## config.mk

```make
export PLATFORM = sky130hd
export DESIGN_NAME = tuning_word_controller
export DESIGN_NICKNAME = d
export VERILOG_FILES = /design/src/rtl/dds_pkg.sv /design/src/rtl/button_debouncer.sv /design/src/rtl/tuning_word_controller.sv
export SDC_FILE = /design/constraint.sdc
export NUM_CORES = 1
export LEC_CHECK = 0
export BUFFER_PORTS_ARGS = -buffer_cell sky130_fd_sc_hd__buf_4
export CORE_MARGIN = 1
export CORE_UTILIZATION = 40
export DETAILED_ROUTE_END_ITERATION = 16
export MAX_ROUTING_LAYER = met4
export SYNTH_ARGS = -nofsm -noshare
export SYNTH_HDL_FRONTEND = slang
export SYNTH_SLANG_ARGS = --single-unit
```

## constraint.sdc

```tcl
create_clock -name clk -period 13.85 [get_ports clk]
set_clock_uncertainty 0.2 [all_clocks]
set_input_delay 1.385 -clock clk [delete_from_list [all_inputs] [get_ports clk]]
set_output_delay 1.385 -clock clk [all_outputs]
set_load 0.005 [all_outputs]
```

## src/rtl/dds_pkg.sv

```systemverilog
// dds_pkg: constants shared by the DDS front-panel logic.
//   DDS_WIDTH / DDS_N_STEPS      : tuning word width and number of button pairs
//   DDS_STEP_SIZES               : packed increments, pair 0 (coarsest) in the most significant slot
//   DDS_MIN/MAX/INIT_WORD        : clamp bounds and power-up tuning word
//   *_CYCLES                     : button timing derived from the system clock frequency
//   step_dir_e                   : direction chosen by the arbiter in a given cycle
//   slot_of()                    : maps a pair index to its slot in DDS_STEP_SIZES
package dds_pkg;

    localparam int DDS_WIDTH   = 32;
    localparam int DDS_N_STEPS = 3;

    localparam logic [DDS_WIDTH*DDS_N_STEPS-1:0] DDS_STEP_SIZES = {32'd10000, 32'd1000, 32'd1};

    localparam logic [DDS_WIDTH-1:0] DDS_MIN_WORD  = 32'd10000;
    localparam logic [DDS_WIDTH-1:0] DDS_MAX_WORD  = 32'd2000000;
    localparam logic [DDS_WIDTH-1:0] DDS_INIT_WORD = 32'd1000000;

    localparam int CLK_FREQ_HZ          = 50_000_000;
    localparam int DEBOUNCE_CYCLES      = CLK_FREQ_HZ / 200;  // 5 ms
    localparam int HOLD_CYCLES_DEFAULT  = CLK_FREQ_HZ / 2;    // 0.5 s before auto-repeat
    localparam int REPEAT_CYCLES_DEFAULT = CLK_FREQ_HZ / 20;  // 50 ms between repeats

    typedef enum logic [1:0] {
        DIR_NONE = 2'd0,
        DIR_UP   = 2'd1,
        DIR_DOWN = 2'd2
    } step_dir_e;

    // Pair 0 is the coarsest and sits in the most significant slot of the packed table.
    function automatic int slot_of(input int idx, input int n_steps);
        return n_steps - 1 - idx;
    endfunction

endpackage

```

## src/rtl/button_debouncer.sv

```systemverilog
// button_debouncer: one raw active-low push button -> debounced level plus event pulses.
//   clk     in  system clock
//   reset   in  synchronous, active-low reset
//   RawN    in  raw button, 0 = pressed, asynchronous to clk
//   Pressed out debounced level, 1 = pressed
//   Event   out one-cycle pulse on a new press and on every auto-repeat tick while held
module button_debouncer #(
    parameter int DEBOUNCE      = 250000,
    parameter int HOLD_CYCLES   = 25000000,
    parameter int REPEAT_CYCLES = 2500000
) (
    input  logic clk,
    input  logic reset,
    input  logic RawN,
    output logic Pressed,
    output logic Event
);

    localparam int DW = $clog2(DEBOUNCE + 1);
    localparam int HW = $clog2(HOLD_CYCLES + 1);
    localparam int RW = $clog2(REPEAT_CYCLES + 1);

    logic          sync1_q, sync1_d;
    logic          sync2_q, sync2_d;
    logic          level_q, level_d;
    logic [DW-1:0] db_cnt_q, db_cnt_d;
    logic [HW-1:0] hold_cnt_q, hold_cnt_d;
    logic [RW-1:0] rep_cnt_q, rep_cnt_d;
    logic          repeating_q, repeating_d;
    logic          event_q, event_d;
    logic          sample_pressed;

    always_comb begin
        sync1_d        = RawN;
        sync2_d        = sync1_q;
        sample_pressed = ~sync2_q;

        // Count consecutive samples that disagree with the accepted level; any
        // agreeing sample restarts the count, so only a stable change gets through.
        level_d  = level_q;
        db_cnt_d = '0;
        if (sample_pressed != level_q) begin
            if (db_cnt_q == DW'(DEBOUNCE - 1)) begin
                level_d = sample_pressed;
            end else begin
                db_cnt_d = db_cnt_q + 1'b1;
            end
        end

        // Timers only run while the button stays pressed; the release edge
        // itself clears them and never produces a repeat.
        event_d     = 1'b0;
        hold_cnt_d  = '0;
        rep_cnt_d   = '0;
        repeating_d = 1'b0;
        if (level_d && !level_q) begin
            event_d = 1'b1;
        end else if (level_d && level_q) begin
            hold_cnt_d  = hold_cnt_q;
            rep_cnt_d   = rep_cnt_q;
            repeating_d = repeating_q;
            if (!repeating_q) begin
                if (hold_cnt_q == HW'(HOLD_CYCLES - 1)) begin
                    event_d     = 1'b1;
                    repeating_d = 1'b1;
                end else begin
                    hold_cnt_d = hold_cnt_q + 1'b1;
                end
            end else begin
                if (rep_cnt_q == RW'(REPEAT_CYCLES - 1)) begin
                    event_d   = 1'b1;
                    rep_cnt_d = '0;
                end else begin
                    rep_cnt_d = rep_cnt_q + 1'b1;
                end
            end
        end
    end

    always_ff @(posedge clk) begin
        if (!reset) begin
            sync1_q     <= 1'b1;
            sync2_q     <= 1'b1;
            level_q     <= 1'b0;
            db_cnt_q    <= '0;
            hold_cnt_q  <= '0;
            rep_cnt_q   <= '0;
            repeating_q <= 1'b0;
            event_q     <= 1'b0;
        end else begin
            sync1_q     <= sync1_d;
            sync2_q     <= sync2_d;
            level_q     <= level_d;
            db_cnt_q    <= db_cnt_d;
            hold_cnt_q  <= hold_cnt_d;
            rep_cnt_q   <= rep_cnt_d;
            repeating_q <= repeating_d;
            event_q     <= event_d;
        end
    end

    assign Pressed = level_q;
    assign Event   = event_q;

endmodule

```

## src/rtl/tuning_word_controller.sv

```systemverilog
// tuning_word_controller: DDS tuning word driven by N_STEPS up/down button pairs.
//   clk          in  system clock
//   reset        in  synchronous, active-low reset
//   SwitchUp     in  raw up buttons, active-low, index 0 = coarsest
//   SwitchDown   in  raw down buttons, active-low
//   Step         out current tuning word, saturated to [MIN_WORD, MAX_WORD]
//   StepChanged  out one-cycle pulse in the cycle Step takes a new value
//   AtMin/AtMax  out Step sits on the lower/upper clamp
module tuning_word_controller
    import dds_pkg::*;
#(
    parameter int                         WIDTH         = DDS_WIDTH,
    parameter int                         N_STEPS       = DDS_N_STEPS,
    parameter logic [WIDTH*N_STEPS-1:0]   STEP_SIZES    = DDS_STEP_SIZES,
    parameter logic [WIDTH-1:0]           MIN_WORD      = DDS_MIN_WORD,
    parameter logic [WIDTH-1:0]           MAX_WORD      = DDS_MAX_WORD,
    parameter logic [WIDTH-1:0]           INIT_WORD     = DDS_INIT_WORD,
    parameter int                         DEBOUNCE      = DEBOUNCE_CYCLES,
    parameter int                         HOLD_CYCLES   = HOLD_CYCLES_DEFAULT,
    parameter int                         REPEAT_CYCLES = REPEAT_CYCLES_DEFAULT
) (
    input  logic               clk,
    input  logic               reset,
    input  logic [N_STEPS-1:0] SwitchUp,
    input  logic [N_STEPS-1:0] SwitchDown,
    output logic [WIDTH-1:0]   Step,
    output logic               StepChanged,
    output logic               AtMin,
    output logic               AtMax
);

    logic [N_STEPS-1:0] up_event, dn_event;
    logic [N_STEPS-1:0] up_pressed, dn_pressed;
    logic [WIDTH-1:0]   step_size [N_STEPS];

    genvar gi;
    generate
        for (gi = 0; gi < N_STEPS; gi++) begin : g_pair
            button_debouncer #(
                .DEBOUNCE     (DEBOUNCE),
                .HOLD_CYCLES  (HOLD_CYCLES),
                .REPEAT_CYCLES(REPEAT_CYCLES)
            ) u_up (
                .clk    (clk),
                .reset  (reset),
                .RawN   (SwitchUp[gi]),
                .Pressed(up_pressed[gi]),
                .Event  (up_event[gi])
            );

            button_debouncer #(
                .DEBOUNCE     (DEBOUNCE),
                .HOLD_CYCLES  (HOLD_CYCLES),
                .REPEAT_CYCLES(REPEAT_CYCLES)
            ) u_dn (
                .clk    (clk),
                .reset  (reset),
                .RawN   (SwitchDown[gi]),
                .Pressed(dn_pressed[gi]),
                .Event  (dn_event[gi])
            );

            assign step_size[gi] = STEP_SIZES[slot_of(gi, N_STEPS)*WIDTH +: WIDTH];
        end
    endgenerate

    logic [WIDTH-1:0]   step_q, step_d;
    logic               step_changed_q, step_changed_d;
    logic               at_min_q, at_min_d;
    logic               at_max_q, at_max_d;
    logic [N_STEPS-1:0] up_valid, dn_valid;
    step_dir_e          dir_sel;
    logic [WIDTH-1:0]   inc;
    logic [WIDTH:0]     sum_wide, floor_wide;
    logic [WIDTH-1:0]   next_word;

    always_comb begin
        up_valid = up_event & up_pressed;
        dn_valid = dn_event & dn_pressed;

        // Walk from finest to coarsest so the lowest-index pair is written last
        // and wins; a pair with both directions at once cancels itself out.
        dir_sel = DIR_NONE;
        inc     = '0;
        for (int i = N_STEPS - 1; i >= 0; i--) begin
            if (up_valid[i] != dn_valid[i]) begin
                dir_sel = up_valid[i] ? DIR_UP : DIR_DOWN;
                inc     = step_size[i];
            end
        end

        // One extra bit keeps the overflow/underflow tests exact.
        sum_wide   = {1'b0, step_q} + {1'b0, inc};
        floor_wide = {1'b0, MIN_WORD} + {1'b0, inc};
        next_word  = step_q;
        case (dir_sel)
            DIR_UP:   next_word = (sum_wide > {1'b0, MAX_WORD}) ? MAX_WORD : sum_wide[WIDTH-1:0];
            DIR_DOWN: next_word = ({1'b0, step_q} < floor_wide) ? MIN_WORD : (step_q - inc);
            default:  next_word = step_q;
        endcase

        step_d         = next_word;
        step_changed_d = (next_word != step_q);
        at_min_d       = (next_word == MIN_WORD);
        at_max_d       = (next_word == MAX_WORD);
    end

    always_ff @(posedge clk) begin
        if (!reset) begin
            step_q         <= INIT_WORD;
            step_changed_q <= 1'b0;
            at_min_q       <= (INIT_WORD == MIN_WORD);
            at_max_q       <= (INIT_WORD == MAX_WORD);
        end else begin
            step_q         <= step_d;
            step_changed_q <= step_changed_d;
            at_min_q       <= at_min_d;
            at_max_q       <= at_max_d;
        end
    end

    assign Step        = step_q;
    assign StepChanged = step_changed_q;
    assign AtMin       = at_min_q;
    assign AtMax       = at_max_q;

endmodule

```

==> metrics.csv, run 1 <==
stage,metric,value,unit
yosys,post-synthesis adder-cell area fraction,0.0281,
worst_setup_path,CP arrival,6.47,ns
yosys,Post-Synth XOR/XNOR Area,0.126,
sta,Max Clk Rate,161,MHz
cts,hold_buf cts,0,
place,GPL Wtd Cong,0.984,
cts,CTS root buf,clkbuf_16,
outcome,outcome,completed,
cts,CTS Sinks,455,
global_route,vias in the first global route,19700,
sta,final setup violation count,0,
yosys,ys flop type,dfxtp_1,
pwr,Tot Pwr,2.71,mW
worst_setup_path,"critical path fanouts, max",18,
sta,crit share post-route,0.449,
yosys,cell taking the most area after synthesis,dfxtp_1,
die,core area,0.0580,sq mm
global_route,largest net degree at the start of global routing,46,
place,Port Buf Inserts,42,
cts,Clock Path Buffers,3,
die,DIE WIDTH,245,microns
cts,post-cts repair resize count,0,
sta,final count of hold timing violations,0,
global_route,overall global routing resource usage,0.221,
drt,initial DRC count,1604,
worst_setup_path,Worst setup EP type,flop,
worst_setup_path,CP required,14.10,ns
sta,Slew @ Worst Pin,1.16,ns
pwr,maximum VDD drop,0.111,mV
cells_and_area,post-layout util,0.455,
sta,Max-Slew Margin vs Limit,0.224,
worst_setup_path,critical path class,flop to flop,
place,pre-CTS setup slack,7.74,ns
cts,worst skew pair latency,0.60,ns
yosys,Post-Syn Instances,2910,
yosys,syn avg cell area,8.12,sq um
die,Initial Util,0.407,
yosys,Post-synth ARST share,0,
cells_and_area,share of cells above drive strength 1,0.0678,
yosys,main combinational cell family by area after synthesis,simple AND/OR/NAND/NOR gates,
worst_setup_path,CP Launch Type,flop,
die,I/O pin count,43,
yosys,complex-gate fraction of the synthesized area,0.120,
die,# rows,88,
run,Max-Cap Viols,0,
drt,Vias,20800,
drt,DR pass1 iterations,5,
yosys,post-synth top area share,0.386,
pwr,leak pwr,9.08,nW
sta,setup ws final,7.63,ns
global_route,first-pass GRT wire length,105,mm
sta,post-route setup TNS,0,ns
cts,clk slew on worst S/H paths,0.06,ns
worst_hold_path,Hold Crit Class,flop to flop,
global_route,initial antenna violation count,0,
yosys,YS warnings,0,
yosys,Post-synth top cells,"nor2_1 (550), dfxtp_1 (455), nand2_1 (220)",
yosys,most frequent cell after synthesis,nor2_1,
drt,drt wl/cell,17.6,microns
global_route,total gr overflow,0,
place,DPL Wire Length,47.7,mm
sta,RSZ-0062 raised after global routing,no,
drt,final wirelength,65.5,mm
cts,CTS tree,done,
yosys,Post-Synth Simple-Gate Area,0.301,
cts,cts bufs inserted,51,
sta,fin crit period,6.22,ns
cells_and_area,# nets final,2985,
yosys,Post-Syn Area,0.0236,sq mm
yosys,"Net Count, Synth",2971,
drt,ANT nets after route,0,
yosys,ranking of synthesized cells by area,"dfxtp_1 (39%), nor2_1 (8.7%), xor2_1 (8.1%)",
sta,Max Slew Vio Count,0,
yosys,post-synthesis mux area share,0.00858,
yosys,Synth cell types,95,
die,Die ar.,0.0600,sq mm
cells_and_area,Area growth syn-to-layout,11.8,%
yosys,sequential share of the synthesized area,0.386,
die,die height,245,microns
cts,htree depth,2,
drt,Avg Vias per Cell,5.58,
drt,DRC,0,
cells_and_area,ant diodes,0,
cts,"Setup Fix Bufs, Post-CTS",0,
yosys,register bit total from synthesis,455,
yosys,Post-synth EDFFs,0,
pwr,Cell Pwr Density,103,mW/mm^2
## cell families (layout without fill, tap and decap cells)
family / Yosys count / count (layout)
simple gates: 1445 / 1445
flops: 455 / 455
fa+ha+maj: 53 / 53
mux: 19 / 19
xor+xnor: 340 / 340
compound gates: 414 / 414
buf+inv: 184 / 237
## report_power, final
part / internal (mW) / leakage [nW] / switching [mW]
logic: 0.00509 / 4.56 / 0.0112
registers: 1.31 / 3.67 / 0.00134
clock network: 0.831 / 0.854 / 0.552
total: 2.15 / 9.08 / 0.564
## metal layers
| layer | up-vias | global-route usage | routed length (microns) |
|---|---|---|---|
| met3 | 119 | 0.0333 | 3190 |
| li1 | 10300 | - | - |
| met5 | - | - | 0 |
| met1 | 9929 | 0.287 | 30400 |
| met4 | 0 | 0.0715 | 1980 |
| met2 | 487 | 0.352 | 30000 |
## worst max-delay path, cell delays in order (launching register included)
cell       delay, ns
dfxtp_1         0.41
nand2_1         0.13
a21o_1          0.17
nand2_1         0.18
inv_1           0.19
nand3_1         0.27
nor2_1          0.11
ha_1            0.27
ha_1            0.30
and3b_1         0.23
a221o_1         0.38
nor2_2          0.28
nor3_1          0.09
a211oi_1        0.77
o2111ai_1       0.44
a211o_1         0.63
o221ai_2        0.33
nand4bb_1       0.16
a2111oi_2       0.38
a211oi_1        0.11
## state kept, by name (all words and copies together), names as in the netlist
name and cells:
g_pair.u_up.sync2_q 3, AtMax 1, g_pair.u_dn.rep_cnt_q 66, StepChanged 1, AtMin 1, g_pair.u_up.rep_cnt_q 66
g_pair.u_dn.sync2_q 3, g_pair.u_dn.Event 3, g_pair.u_up.Pressed 3, Step 32, g_pair.u_dn.Pressed 3, g_pair.u_up.repeating_q 3
g_pair.u_up.sync1_q 3, g_pair.u_dn.db_cnt_q 54, g_pair.u_up.db_cnt_q 54, g_pair.u_dn.hold_cnt_q 75, g_pair.u_dn.repeating_q 3, g_pair.u_up.Event 3
g_pair.u_dn.sync1_q 3, g_pair.u_up.hold_cnt_q 75
## final cells by class
type	instances	area, sq um
flip-flops and latches	455	9110
clock buffers	71	1500
clock inverters	21	238
inverters	73	274
fillers	5587	31600
multi-input cells	2271	13800
repair buffers	72	541
well taps	765	957
## path summary, 6_finish.rpt
| kind | from | to | slack, ns | cells past startpoint |
|---|---|---|---|---|
| worst max register to register | g_pair[0].u_up.Pressed | StepChanged | 7.63 | 19 |
| worst min-delay path | g_pair[1].u_up.sync1_q | g_pair[1].u_up.sync2_q | 0.22 | 1 |
| worst max-delay path | g_pair[0].u_up.Pressed | StepChanged | 7.63 | 19 |
| worst min register to register | g_pair[1].u_up.sync1_q | g_pair[1].u_up.sync2_q | 0.22 | 1 |
## metrics by stage
| stage | instances | instance area [sq um] | hold WS, ns |
|---|---|---|---|
| after floorplan | 2910 | 23600 | 0.186 |
| after global placement | 3636 | 24700 | 0.196 |
| after detailed placement | 3636 | 24700 | 0.196 |
| after CTS | 3728 | 26400 | 0.222 |
| after global routing | 3728 | 26400 | 0.234 |
| final | 3728 | 26400 | 0.217 |
## cell usage in the layout, fill, tap and decap left out, drive strengths merged, types with 10 or more instances in the layout
cell type  synthesis  layout
nor4b             24      24
nand4             91      91
and3             104     104
xor2             219     219
a211oi            19      19
o221ai            10      10
nor2             551     551
o211ai            15      15
a21oi            100     100
a31oi             16      16
clkbuf            85      71
and2              24      24
and4              26      26
a21o              18      18
a22oi             14      14
inv               72      74
nor3b             10      10
nand2b            40      40
buf               26      72
nand2            220     220
clkinv             1      12
xnor2            121     121
mux2i             12      12
dfxtp            455     455
o21ai             93      93
nor3              44      44
ha                53      53
or3               38      38
a211o             11      11
nand3            184     184
nor4              32      32
Note: power is estimated with default switching activity, not from simulation.
==> run 2: changes to the inputs <==
- ABC_AREA: not set -> 1
- clock period: 13.85 -> 5.1 ns (I/O delays scaled with it)
==> run 2 against run 1 <==
Against the previous run:
- power rose to 2.7 times the previous value
- critical endpoint unchanged
- global-route usage down 1.8 points
- final area rose by 6.4%
- clock power grew to 2.7 times the previous value
- fmax rose by 35%
- hold slack worse by 0.19 ns
- setup slack lost 7.1 ns
- count of clock-buffer cells in the layout rose by 3
- largest power group unchanged
- wire length fell by 3.1%
==> metrics.csv, run 2 <==
stage,metric,value,unit,change
yosys,Post-synth ARST share,0,,unchanged
yosys,ys flop type,dfxtp_1,,
place,DPL Wire Length,47.2,mm,-1.1%
worst_setup_path,CP max-delay cell,dfxtp_1,,
pwr,leak pwr,10.9,nW,+20%
die,die height,253,microns,+3.1%
place,pre-CTS setup slack,0.525,ns,-7.22 ns
yosys,YS warnings,0,,unchanged
cts,CTS tree,done,,
cts,cts bufs inserted,53,,+3.9%
sta,Max Slew Vio Count,0,,unchanged
place,post-placement cell count,4593,,+26%
yosys,Post-Syn Instances,3770,,+30%
sta,setup ws final,0.482,ns,-7.15 ns
global_route,total gr overflow,0,,unchanged
sta,Slew @ Worst Pin,0.811,ns,-0.351 ns
sta,crit share post-route,0.906,,+0.456
cts,Clock Path Buffers,3,,unchanged
cts,CTS root buf,clkbuf_16,,
pwr,Clock Power Share,0.511,,about the same
cells_and_area,fin area,0.0281,sq mm,+6.4%
cts,htree depth,2,,unchanged
drt,initial DRC count,1502,,-6.4%
drt,final wirelength,63.5,mm,-3.1%
worst_setup_path,critical path class,flop to flop,,
cells_and_area,# nets final,3879,,+30%
cts,clk slew on worst S/H paths,0.06,ns,about the same
worst_setup_path,CP Launch Type,flop,,
drt,drt wl/cell,13.5,microns,-23%
drt,ANT nets after route,0,,unchanged
cells_and_area,"commonest non-fill, non-tap cells in the layout","nand2_1 (699), inv_1 (589), nor2_1 (482)",,
cells_and_area,fill count,6344,,+14%
worst_setup_path,CP arrival,4.89,ns,-1.58 ns
pwr,Cell Pwr Density,262,mW/mm^2,+150%
yosys,most frequent cell after synthesis,nand2_1,,
run,Max-Cap Viols,0,,unchanged
global_route,vias in the first global route,21400,,+8.6%
pwr,Tot Pwr,7.35,mW,+170%
yosys,Post-synth EDFFs,0,,unchanged
sta,Hold WS,0.0314,ns,-0.185 ns
pwr,Switching Share,0.211,,+0.00266
worst_hold_path,Hold Crit Class,input pin to flop,,
yosys,post-synth top area share,0.363,,-0.0229
place,GPL Wtd Cong,0.989,,+0.49%
pwr,maximum VDD drop,0.215,mV,+94%
drt,DR pass1 iterations,5,,unchanged
cells_and_area,"commonest non-fill, non-tap cell in the layout",nand2_1,,
yosys,Synth cell types,62,,-35%
worst_setup_path,"slowest stage delay, CP",0.36,ns,-0.41 ns
pwr,Int Pwr,5.80,mW,+170%
yosys,ranking of synthesized cells by area,"dfxtp_1 (36%), nand2_1 (10%), inv_1 (8.8%)",,
global_route,initial antenna violation count,1,,+1
yosys,cell taking the most area after synthesis,dfxtp_1,,
worst_setup_path,CP required,5.38,ns,-8.72 ns
global_route,overall global routing resource usage,0.204,,-0.0178
pwr,Comb pwr share,0.005,,about the same
drt,Avg Vias per Cell,4.99,,-11%
sta,final count of hold timing violations,0,,unchanged
yosys,"Net Count, Synth",3831,,+29%
cells_and_area,Area growth syn-to-layout,12.0,%,
sta,RSZ-0062 raised after global routing,no,,
die,DIE WIDTH,253,microns,+3.1%
sta,final setup violation count,0,,unchanged
die,Initial Util,0.406,,-0.000912
sta,fin crit period,4.62,ns,-1.60 ns
yosys,register bit total from synthesis,455,,unchanged
drt,Vias,23400,,+13%
sta,Max-Slew Margin vs Limit,0.459,,+0.235
sta,post-route setup TNS,0,ns,unchanged
cts,worst skew pair latency,0.59,ns,about the same
yosys,syn avg cell area,6.66,sq um,-18%
die,core area,0.0618,sq mm,+6.5%
global_route,first-pass GRT wire length,105,mm,+0.34%
cells_and_area,post-layout util,0.455,,-0.000493
die,I/O pin count,43,,unchanged
place,"Cell Area, Placed",0.0263,sq mm,+6.5%
worst_setup_path,most frequent CP cell,nand2_1,,
drt,DRC,0,,unchanged
yosys,Post-Syn Area,0.0251,sq mm,+6.3%
worst_hold_path,hold depth,2,,+1
worst_setup_path,"critical path fanouts, max",10,,-8
die,# rows,91,,+3.4%
pwr,Flop pwr share,0.485,,about the same
cells_and_area,share of cells above drive strength 1,0.0702,,+0.00237
pwr,NetSw,1.55,mW,+170%
place,Port Buf Inserts,42,,unchanged
cts,CTS Sinks,455,,unchanged
cells_and_area,Largest regs,"g_pair.u_dn.hold_cnt_q (75), g_pair.u_up.hold_cnt_q (75)",,
yosys,sequential share of the synthesized area,0.363,,-0.0229
die,Die ar.,0.0638,sq mm,+6.3%
outcome,outcome,completed,,
yosys,Post-synth top cells,"nand2_1 (699), inv_1 (591), nor2_1 (482)",,
worst_setup_path,Worst setup EP type,flop,,
global_route,largest net degree at the start of global routing,47,,+2.2%
cells_and_area,Layout Cells excl Fill,4698,,+26%
worst_setup_path,Reg2Reg Depth,32,,+13
sta,Max Clk Rate,217,MHz,+35%
## run 2: timing repair
item / CTS / global route
setup buffers: 0 / 1
endpoints found under the setup margin: 0 / 2
gates resized for setup: 0 / 2
hold buffers: 6 / 0
hold endpoints to repair: 6 / 0
## run 2: logic make-up (layout without fill, tap and decap cells)
group                    after synthesis  in the layout  share of synthesized area
adder cells (fa/ha/maj)               53             53                     0.0264
AO/OA/AOI/OAI                        533            533                      0.120
flip-flops                           455            455                      0.363
XOR/XNOR                              96             96                     0.0338
buffers and inverters                690            780                      0.107
other                                  0              1                          0
AND/OR/NAND/NOR                     1943           1943                      0.350
## run 2: worst paths after layout
check             slack, ns                      to              startpoint
setup / recovery       0.48             StepChanged  g_pair[0].u_dn.Pressed
setup reg to reg       0.48             StepChanged  g_pair[0].u_dn.Pressed
hold / removal         0.03                Step[18]                   reset
hold reg to reg        0.21  g_pair[1].u_up.sync2_q  g_pair[1].u_up.sync1_q
## run 2: metal layers
layer,vias to the layer above,global-route usage,wire length (microns)
met5,-,-,0
met4,0,0.0594,1560
met3,107,0.0297,3450
met2,515,0.317,27900
met1,10400,0.273,30600
li1,12400,-,-
## run 2: power by group through the flow
stage / combinational [mW] / sequential, mW / clock [mW]
after floorplan: 0.0200 / 3.64 / 0
after global placement: 0.0320 / 3.64 / 0
after detailed placement: 0.0321 / 3.64 / 0
after CTS: 0.0364 / 3.56 / 3.89
after global routing: 0.0398 / 3.56 / 4.03
final: 0.0355 / 3.56 / 3.76
## run 2: area by class of cell
cell class	instances	area, sq um	area share
Clock buffer	74	1600	0.0568
Sequential cell	455	9110	0.324
Timing Repair Buffer	77	593	0.0211
Clock inverter	23	165	0.00588
Multi-Input combinational cell	2625	13300	0.474
Inverter	606	2280	0.0810
Tap cell	837	1050	0.0373
Antenna cell	1	2.50	0.0000890
## run 2: critical path, delay by kind of cell, from the launching register on
| family | cells | cell delay (ns) |
|---|---|---|
| AO/OA/AOI/OAI | 1 | 0.07 |
| adder cells (fa/ha/maj) | 2 | 0.47 |
| buffers and inverters | 4 | 0.54 |
| flip-flops | 1 | 0.36 |
| AND/OR/NAND/NOR | 25 | 2.83 |
